==> src/rtl/ps2_pkg.sv <==
// Shared PS/2 definitions: transmitter states, timing constants and common
// keyboard command bytes.
package ps2_pkg;

    typedef enum logic [2:0] {
        IDLE,
        RTS,
        REQ,
        START,
        DATA,
        STOP,
        ACK,
        WAIT_REL
    } tx_state_e;

    localparam int REQ_CYCLES   = 16;
    localparam int FILTER_DEPTH = 8;

    localparam logic [7:0] PS2_CMD_SET_LED = 8'hED;
    localparam logic [7:0] PS2_CMD_RESET   = 8'hFF;
    localparam logic [7:0] PS2_CMD_ENABLE  = 8'hF4;

    // Nine bits shifted out LSB first: data byte, then odd parity on top.
    function automatic logic [8:0] make_frame(input logic [7:0] data);
        return {~^data, data};
    endfunction

endpackage

==> src/rtl/ps2_host_tx_if.sv <==
// Host-side command handshake plus the open-drain PS/2 pin view of the
// transmitter, bundled so the system side and the transmitter share one port.
interface ps2_host_tx_if;

    logic       wr_ps2;
    logic [7:0] din;
    logic       ps2c_in;
    logic       ps2d_in;
    logic       ps2c_oe;
    logic       ps2d_oe;
    logic       tx_idle;
    logic       tx_done_tick;
    logic       tx_err_tick;

    modport master (
        output wr_ps2, din, ps2c_in, ps2d_in,
        input  ps2c_oe, ps2d_oe, tx_idle, tx_done_tick, tx_err_tick
    );

    modport slave (
        input  wr_ps2, din, ps2c_in, ps2d_in,
        output ps2c_oe, ps2d_oe, tx_idle, tx_done_tick, tx_err_tick
    );

endinterface

==> src/rtl/ps2_clk_filter.sv <==
// PS/2 clock deglitcher with falling-edge detect; usable by both the receiver
// and the host transmitter on the same line.
module ps2_clk_filter
    import ps2_pkg::*;
(
    input  logic clk,
    input  logic rst_n,
    input  logic line_i,
    output logic level_o,
    output logic fall_o
);

    logic [FILTER_DEPTH-1:0] shift_q;
    logic                    level_q;
    logic                    level_d;
    logic                    prev_q;

    // The filtered level only moves on a unanimous window, otherwise it holds.
    always_comb begin
        level_d = level_q;
        if (&shift_q) begin
            level_d = 1'b1;
        end else if (~|shift_q) begin
            level_d = 1'b0;
        end
    end

    always_ff @(posedge clk or negedge rst_n) begin
        if (!rst_n) begin
            shift_q <= '1;
            level_q <= 1'b1;
            prev_q  <= 1'b1;
        end else begin
            shift_q <= {line_i, shift_q[FILTER_DEPTH-1:1]};
            level_q <= level_d;
            prev_q  <= level_q;
        end
    end

    assign level_o = level_q;
    assign fall_o  = prev_q & ~level_q;

endmodule

==> src/rtl/ps2_host_tx.sv <==
// Host-to-device PS/2 command transmitter: request-to-send, clocked-out frame,
// ACK check and per-edge timeout, driving both lines open-drain.
module ps2_host_tx
    import ps2_pkg::*;
#(
    parameter int INHIBIT_CYCLES = 5_000,
    parameter int TIMEOUT_CYCLES = 1_000_000
) (
    input  logic         clk,
    input  logic         rst_n,
    ps2_host_tx_if.slave bus
);

    localparam int MAX_CYCLES = (INHIBIT_CYCLES > TIMEOUT_CYCLES) ? INHIBIT_CYCLES : TIMEOUT_CYCLES;
    localparam int CW         = $clog2(MAX_CYCLES + 1);

    localparam logic [CW-1:0] INHIBIT_LAST = CW'(INHIBIT_CYCLES - 1);
    localparam logic [CW-1:0] REQ_LAST     = CW'(REQ_CYCLES - 1);
    localparam logic [CW-1:0] TIMEOUT_LAST = CW'(TIMEOUT_CYCLES - 1);

    tx_state_e               state_q, state_d;
    logic [8:0]              frame_q, frame_d;
    logic [3:0]              bitCnt_q, bitCnt_d;
    logic [CW-1:0]           cycleCnt_q, cycleCnt_d;
    logic                    ok_q, ok_d;
    logic                    clkOe_q, clkOe_d;
    logic                    datOe_q, datOe_d;
    logic                    idle_q, idle_d;
    logic                    done_q, done_d;
    logic                    err_q, err_d;
    logic [FILTER_DEPTH-1:0] datShift_q;
    logic                    datLevel_q, datLevel_d;
    logic                    clkLevel;
    logic                    clkFall;
    logic                    deviceClocked;
    logic                    timeoutHit;

    ps2_clk_filter u_clk_filter (
        .clk     (clk),
        .rst_n   (rst_n),
        .line_i  (bus.ps2c_in),
        .level_o (clkLevel),
        .fall_o  (clkFall)
    );

    // Data pin sees the same window as the clock so the ACK sample lines up.
    always_comb begin
        datLevel_d = datLevel_q;
        if (&datShift_q) begin
            datLevel_d = 1'b1;
        end else if (~|datShift_q) begin
            datLevel_d = 1'b0;
        end
    end

    assign deviceClocked = (state_q == START) || (state_q == DATA) || (state_q == STOP) ||
                           (state_q == ACK)   || (state_q == WAIT_REL);
    assign timeoutHit    = deviceClocked && (cycleCnt_q == TIMEOUT_LAST);

    always_comb begin
        state_d    = state_q;
        frame_d    = frame_q;
        bitCnt_d   = bitCnt_q;
        cycleCnt_d = cycleCnt_q;
        ok_d       = ok_q;
        clkOe_d    = clkOe_q;
        datOe_d    = datOe_q;
        idle_d     = idle_q;
        done_d     = 1'b0;
        err_d      = 1'b0;

        if (timeoutHit) begin
            state_d    = IDLE;
            cycleCnt_d = '0;
            clkOe_d    = 1'b0;
            datOe_d    = 1'b0;
            idle_d     = 1'b1;
            err_d      = 1'b1;
        end else begin
            if (deviceClocked) begin
                cycleCnt_d = clkFall ? '0 : cycleCnt_q + CW'(1);
            end
            unique case (state_q)
                IDLE: begin
                    clkOe_d = 1'b0;
                    datOe_d = 1'b0;
                    idle_d  = 1'b1;
                    if (bus.wr_ps2) begin
                        frame_d    = make_frame(bus.din);
                        cycleCnt_d = '0;
                        clkOe_d    = 1'b1;
                        idle_d     = 1'b0;
                        state_d    = RTS;
                    end
                end
                RTS: begin
                    cycleCnt_d = cycleCnt_q + CW'(1);
                    if (cycleCnt_q == INHIBIT_LAST) begin
                        cycleCnt_d = '0;
                        datOe_d    = 1'b1;
                        state_d    = REQ;
                    end
                end
                REQ: begin
                    cycleCnt_d = cycleCnt_q + CW'(1);
                    if (cycleCnt_q == REQ_LAST) begin
                        cycleCnt_d = '0;
                        clkOe_d    = 1'b0;
                        state_d    = START;
                    end
                end
                START: begin
                    if (clkFall) begin
                        datOe_d  = ~frame_q[0];
                        bitCnt_d = '0;
                        state_d  = DATA;
                    end
                end
                DATA: begin
                    if (clkFall) begin
                        if (bitCnt_q == 4'd8) begin
                            datOe_d = 1'b0;
                            state_d = STOP;
                        end else begin
                            frame_d  = {1'b0, frame_q[8:1]};
                            bitCnt_d = bitCnt_q + 4'd1;
                            datOe_d  = ~frame_q[1];
                        end
                    end
                end
                STOP: begin
                    if (clkFall) begin
                        state_d = ACK;
                    end
                end
                ACK: begin
                    if (clkFall) begin
                        ok_d    = ~datLevel_q;
                        state_d = WAIT_REL;
                    end
                end
                WAIT_REL: begin
                    if (clkLevel && datLevel_q) begin
                        done_d     = ok_q;
                        err_d      = ~ok_q;
                        idle_d     = 1'b1;
                        cycleCnt_d = '0;
                        state_d    = IDLE;
                    end
                end
                default: state_d = IDLE;
            endcase
        end
    end

    always_ff @(posedge clk or negedge rst_n) begin
        if (!rst_n) begin
            state_q    <= IDLE;
            frame_q    <= '0;
            bitCnt_q   <= '0;
            cycleCnt_q <= '0;
            ok_q       <= 1'b0;
            clkOe_q    <= 1'b0;
            datOe_q    <= 1'b0;
            idle_q     <= 1'b1;
            done_q     <= 1'b0;
            err_q      <= 1'b0;
            datShift_q <= '1;
            datLevel_q <= 1'b1;
        end else begin
            state_q    <= state_d;
            frame_q    <= frame_d;
            bitCnt_q   <= bitCnt_d;
            cycleCnt_q <= cycleCnt_d;
            ok_q       <= ok_d;
            clkOe_q    <= clkOe_d;
            datOe_q    <= datOe_d;
            idle_q     <= idle_d;
            done_q     <= done_d;
            err_q      <= err_d;
            datShift_q <= {bus.ps2d_in, datShift_q[FILTER_DEPTH-1:1]};
            datLevel_q <= datLevel_d;
        end
    end

    assign bus.ps2c_oe      = clkOe_q;
    assign bus.ps2d_oe      = datOe_q;
    assign bus.tx_idle      = idle_q;
    assign bus.tx_done_tick = done_q;
    assign bus.tx_err_tick  = err_q;

endmodule

==> src/flat_wrapper.sv <==
// flat-port wrapper written by rule: the top's interface ports become plain ports
module ps2_host_tx_flat import ps2_pkg::*;
#(
    parameter int INHIBIT_CYCLES = 5_000,
    parameter int TIMEOUT_CYCLES = 1_000_000
)
  (clk, rst_n, bus_wr_ps2, bus_din, bus_ps2c_in, bus_ps2d_in, bus_ps2c_oe, bus_ps2d_oe, bus_tx_idle, bus_tx_done_tick, bus_tx_err_tick);
  ps2_host_tx_if bus_i ();
  input  logic clk;
  input  logic rst_n;
  input wire logic [$bits(bus_i.wr_ps2)-1:0] bus_wr_ps2;
  input wire logic [$bits(bus_i.din)-1:0] bus_din;
  input wire logic [$bits(bus_i.ps2c_in)-1:0] bus_ps2c_in;
  input wire logic [$bits(bus_i.ps2d_in)-1:0] bus_ps2d_in;
  output wire logic [$bits(bus_i.ps2c_oe)-1:0] bus_ps2c_oe;
  output wire logic [$bits(bus_i.ps2d_oe)-1:0] bus_ps2d_oe;
  output wire logic [$bits(bus_i.tx_idle)-1:0] bus_tx_idle;
  output wire logic [$bits(bus_i.tx_done_tick)-1:0] bus_tx_done_tick;
  output wire logic [$bits(bus_i.tx_err_tick)-1:0] bus_tx_err_tick;
  assign bus_i.wr_ps2 = bus_wr_ps2;
  assign bus_i.din = bus_din;
  assign bus_i.ps2c_in = bus_ps2c_in;
  assign bus_i.ps2d_in = bus_ps2d_in;
  assign bus_ps2c_oe = bus_i.ps2c_oe;
  assign bus_ps2d_oe = bus_i.ps2d_oe;
  assign bus_tx_idle = bus_i.tx_idle;
  assign bus_tx_done_tick = bus_i.tx_done_tick;
  assign bus_tx_err_tick = bus_i.tx_err_tick;
  ps2_host_tx #(.INHIBIT_CYCLES(INHIBIT_CYCLES), .TIMEOUT_CYCLES(TIMEOUT_CYCLES)) u_core (.clk(clk), .rst_n(rst_n), .bus(bus_i));
endmodule
==> config.mk <==
export PLATFORM = sky130hd
export DESIGN_NAME = ps2_host_tx_flat
export DESIGN_NICKNAME = d
export VERILOG_FILES = /design/src/rtl/ps2_pkg.sv /design/src/rtl/ps2_host_tx_if.sv /design/src/rtl/ps2_clk_filter.sv /design/src/rtl/ps2_host_tx.sv /design/src/flat_wrapper.sv
export SDC_FILE = /design/constraint.sdc
export NUM_CORES = 1
export LEC_CHECK = 0
export CORE_MARGIN = 2
export CORE_UTILIZATION = 43
export CTS_CLUSTER_SIZE = 16
export DETAILED_ROUTE_END_ITERATION = 8
export SLEW_MARGIN = 10
export SYNTH_ARGS = -nofsm -noshare
export SYNTH_HDL_FRONTEND = slang
export SYNTH_HIERARCHICAL = 1
export SYNTH_SLANG_ARGS = --single-unit
==> constraint.sdc <==
create_clock -name clk -period 2.65 [get_ports clk]
set_input_delay 0.3975 -clock clk [delete_from_list [all_inputs] [get_ports clk]]
set_output_delay 0.3975 -clock clk [all_outputs]
set_load 0.03 [all_outputs]
==> flow_summary.toml <==
[setup_path]
cp.buffers_inverters = 1
path_delay_family = "simple AND/OR/NAND/NOR gates"
worstSetupPathDepth = 7
slowest_stage = "or4_4"
crit_chain = "or4_4 > nor4_4 > a31o_2 > nand3_2 > buf_12 > a41oi_1 > a31oi_1"
worstSetupPathType = "register to register"
rrSetupSlack_ns = 0.23
cp_slowest_stage_delay_ns = 0.57
crit_path_start_kind = "register"
crit_fanout = 21
critPathRequiredTime_ns = 2.83
crit_arrival_ns = 2.60
r2r_cells = 7
worstSetupEndpointType = "register"

[run]
max_cap_violations = 0

[placement]
hpwl_um = 5020
dp_cells = 443
port_buffers = 17
pre_cts_ws_ns = 0.263
gp_congestion = 0.816

[finish]
drive_above_1_share_pct = 18.1
fin_nets = 371
final_cell_mix = "dfrtp_1 (41), nand2_1 (33), a21oi_1 (25), nor2_1 (25), dfstp_2 (20)"
final_cells = 459
final_common_cell = "dfrtp_1"
area_delta_synth_final_pct = 16.2
antenna_cells = 0
nFillCells = 706

[sta]
drv_slew = 0
setup_viol = 0
tns_ns = 0
grt_setup_unrepaired = "false"
period_share_pct = 91.3
setup_slack_ns = 0.229
finClkSkew_ns = 0.00946
fin_crit_ns = 2.42
holdWs_ns = 0.133
max_freq_mhz = 413
slew_headroom_pct = 49.1
hold_viol = 0
worst_pin_slew_ns = 0.764

[drt]
first_pass_iters = 4
met2RoutedLength_um = 3330
drt-initial-drc-count = 194
vias = 2594
wl_met1_um = 3450
vias_per_cell = 5.65
ant_nets = 0
wire_per_inst_um = 15.5
highest_layer = "met4"
drc = 0
wl_met3_um = 291
wirelength_um = 7120

[clock_network]
cts_resized = 0
cts_root_buf = "clkbuf_8"
cts_made_buffers = 9
post_cts_buffers = 0
htreeDepth = 3
cts.clk_slew.worst_paths_ns = 0.07
clkLatencyLatePin_ns = 0.34
clk_path_buf_depth = 2
cts_sinks = 61
hold_buffers = 0
cts_tree = "yes"

[die]
core_um2 = 7210
die_w_um = 90.1
start_util_pct = 44.2
die_h_um = 90.1
rows = 31
io-pin-count = 18
die_area_um2 = 8120

[grt]
grt_overflow = 0
grt_pass1_wl_um = 11600
antenna_found_initial = 0
grt.total_usage_pct = 17.9
grt_max_degree = 35
grt_pass1_vias = 2348

[synthesis]
synthTopCellsByArea = "dfrtp_1 (32%), dfstp_2 (16%), a21oi_1 (3.9%)"
syn_avg_cell_area_um2 = 9.66
synth_cell_types = 59
synth-edff-count = 0
synth-simple-area-share_pct = 24.6
seq_area_frac_synth_pct = 48.6
synth_compound_area_share_pct = 15.9
synth_top_cell_by_area = "dfrtp_1"
yosysWarnings = 6
synthAdderAreaFrac_pct = 1.18
yosysTopAreaCellShare_pct = 32.2
syn-cell-area_um2 = 3190
syn-instance-count = 330
ys.flop_type = "dfrtp_1"
synth_mux_area_share_pct = 3.53
synth_top_family_by_area = "simple AND/OR/NAND/NOR gates"
synthesis.nets = 346
synthArstFlopShare_pct = 100
synth-seq-cells = 61
synthXorXnorAreaFrac_pct = 2.47

[power_and_ir_drop]
ir_drop_mv = 0.494
leakagePower_uw = 0.00146
p_seq_share_pct = 39.1
intPower_uw = 2140
p_comb_share_pct = 39.0
sw_frac_of_total_pct = 38.1
p_clk_share_pct = 21.9
cellPowerDensity_nw_per_um2 = 933
p_sw_uw = 1320
p_total_uw = 3460

[hold_path]
min_path_type = "input port to asynchronous set/reset pin"

[run_status]
run_status = "finished, final reports clean"
## worst register-to-register path, delay by kind of cell (launching register included)
| family | cells | cell delay (ns) |
|---|---|---|
| AND/OR/NAND/NOR | 3 | 1.01 |
| buffers and inverters | 1 | 0.22 |
| flip-flops | 1 | 0.44 |
| AO/OA/AOI/OAI | 3 | 0.60 |
## layer usage
layer  GRT usage (%)  vias up
met5               0        -
met4            3.85        0
met3            5.70        5
met2            28.2       45
met1            24.2     1270
li1                -     1274
## power by group through the flow
| stage | clock network [µW] | registers, µW | logic (µW) |
|---|---|---|---|
| after global routing | 834 | 1380 | 1480 |
| after global placement | 0 | 1360 | 1330 |
| after floorplan | 0 | 1340 | 963 |
| after CTS | 790 | 1350 | 1350 |
| final | 758 | 1350 | 1350 |
| after detailed placement | 0 | 1360 | 1340 |
## area by class of cell
type                    instances  area (µm²)  share of cell area (%)
clock buffers                  15         176                    4.76
clock inverters                 1        5.00                   0.135
flip-flops and latches         61        1550                    41.9
repair buffers                 31         295                    7.97
inverters                       7        26.3                   0.709
well taps                      99         124                    3.34
multi-input cells             245        1530                    41.2
## path summary, 6_finish.rpt
kind | from | endpoint
min in group clk | u_core/u_clk_filter/shift_q[1]$_DFF_PN1_ | u_core/u_clk_filter/shift_q[0]$_DFF_PN1_
setup reg to reg | u_core/cycleCnt_q[6]$_DFF_PN0_ | u_core/cycleCnt_q[12]$_DFF_PN0_
max in group asynchronous | rst_n | u_core/bus.tx_idle$_DFFE_PN1P_
setup / recovery | u_core/cycleCnt_q[6]$_DFF_PN0_ | u_core/cycleCnt_q[12]$_DFF_PN0_
hold reg to reg | u_core/u_clk_filter/shift_q[1]$_DFF_PN1_ | u_core/u_clk_filter/shift_q[0]$_DFF_PN1_
hold / removal | rst_n | u_core/state_q[0]$_DFFE_PN0P_
## registers in the layout (all words and copies together), names as in the netlist
signal / flops
u_core/frame_q: 9
u_core/ok_q: 1
u_core/bus.tx_err_tick: 1
u_core/u_clk_filter/shift_q: 8
u_core/datLevel_q: 1
u_core/bitCnt_q: 4
u_core/state_q: 3
u_core/u_clk_filter/prev_q: 1
u_core/bus.tx_idle: 1
u_core/bus.tx_done_tick: 1
u_core/datShift_q: 8
u_core/bus.ps2d_oe: 1
u_core/cycleCnt_q: 20
u_core/bus.ps2c_oe: 1
u_core/u_clk_filter/level_o: 1
## Yosys cell counts (all sizes together) (2+ instances only)
library cell  count
or4               5
xnor2             7
nor2             25
o31ai             5
inv               7
clkbuf            8
nor3              8
a41oi             2
o21ai            22
nand2b            3
a211oi            2
nor2b             3
a22o              3
nand2            33
nand3b            2
ha                3
mux2              2
and2              2
xor2              2
nand4b            2
or2               3
a21oi            26
dfrtp            41
dfstp            20
nor3b             2
a31oi             9
o311ai            2
and3              6
nand4            12
nand3            20
mux2i             9
or3               4
buf               9
nor4              6
## kinds of logic after synthesis
group | Yosys count
AOI/OAI and AO/OA | 82
xor gates and xnor gates | 9
adders and majority gates | 3
buffers and inverters | 24
DFF | 61
muxes | 11
and+or+nand+nor | 140
## per-stage QoR
step,area [µm²],utilization (%)
final,3700,51.4
after detailed placement,3520,48.8
after global placement,3520,48.8
after floorplan,3190,-
after global routing,3700,51.4
after CTS,3700,51.4
No activity file was read; power rests on OpenSTA's default activity.
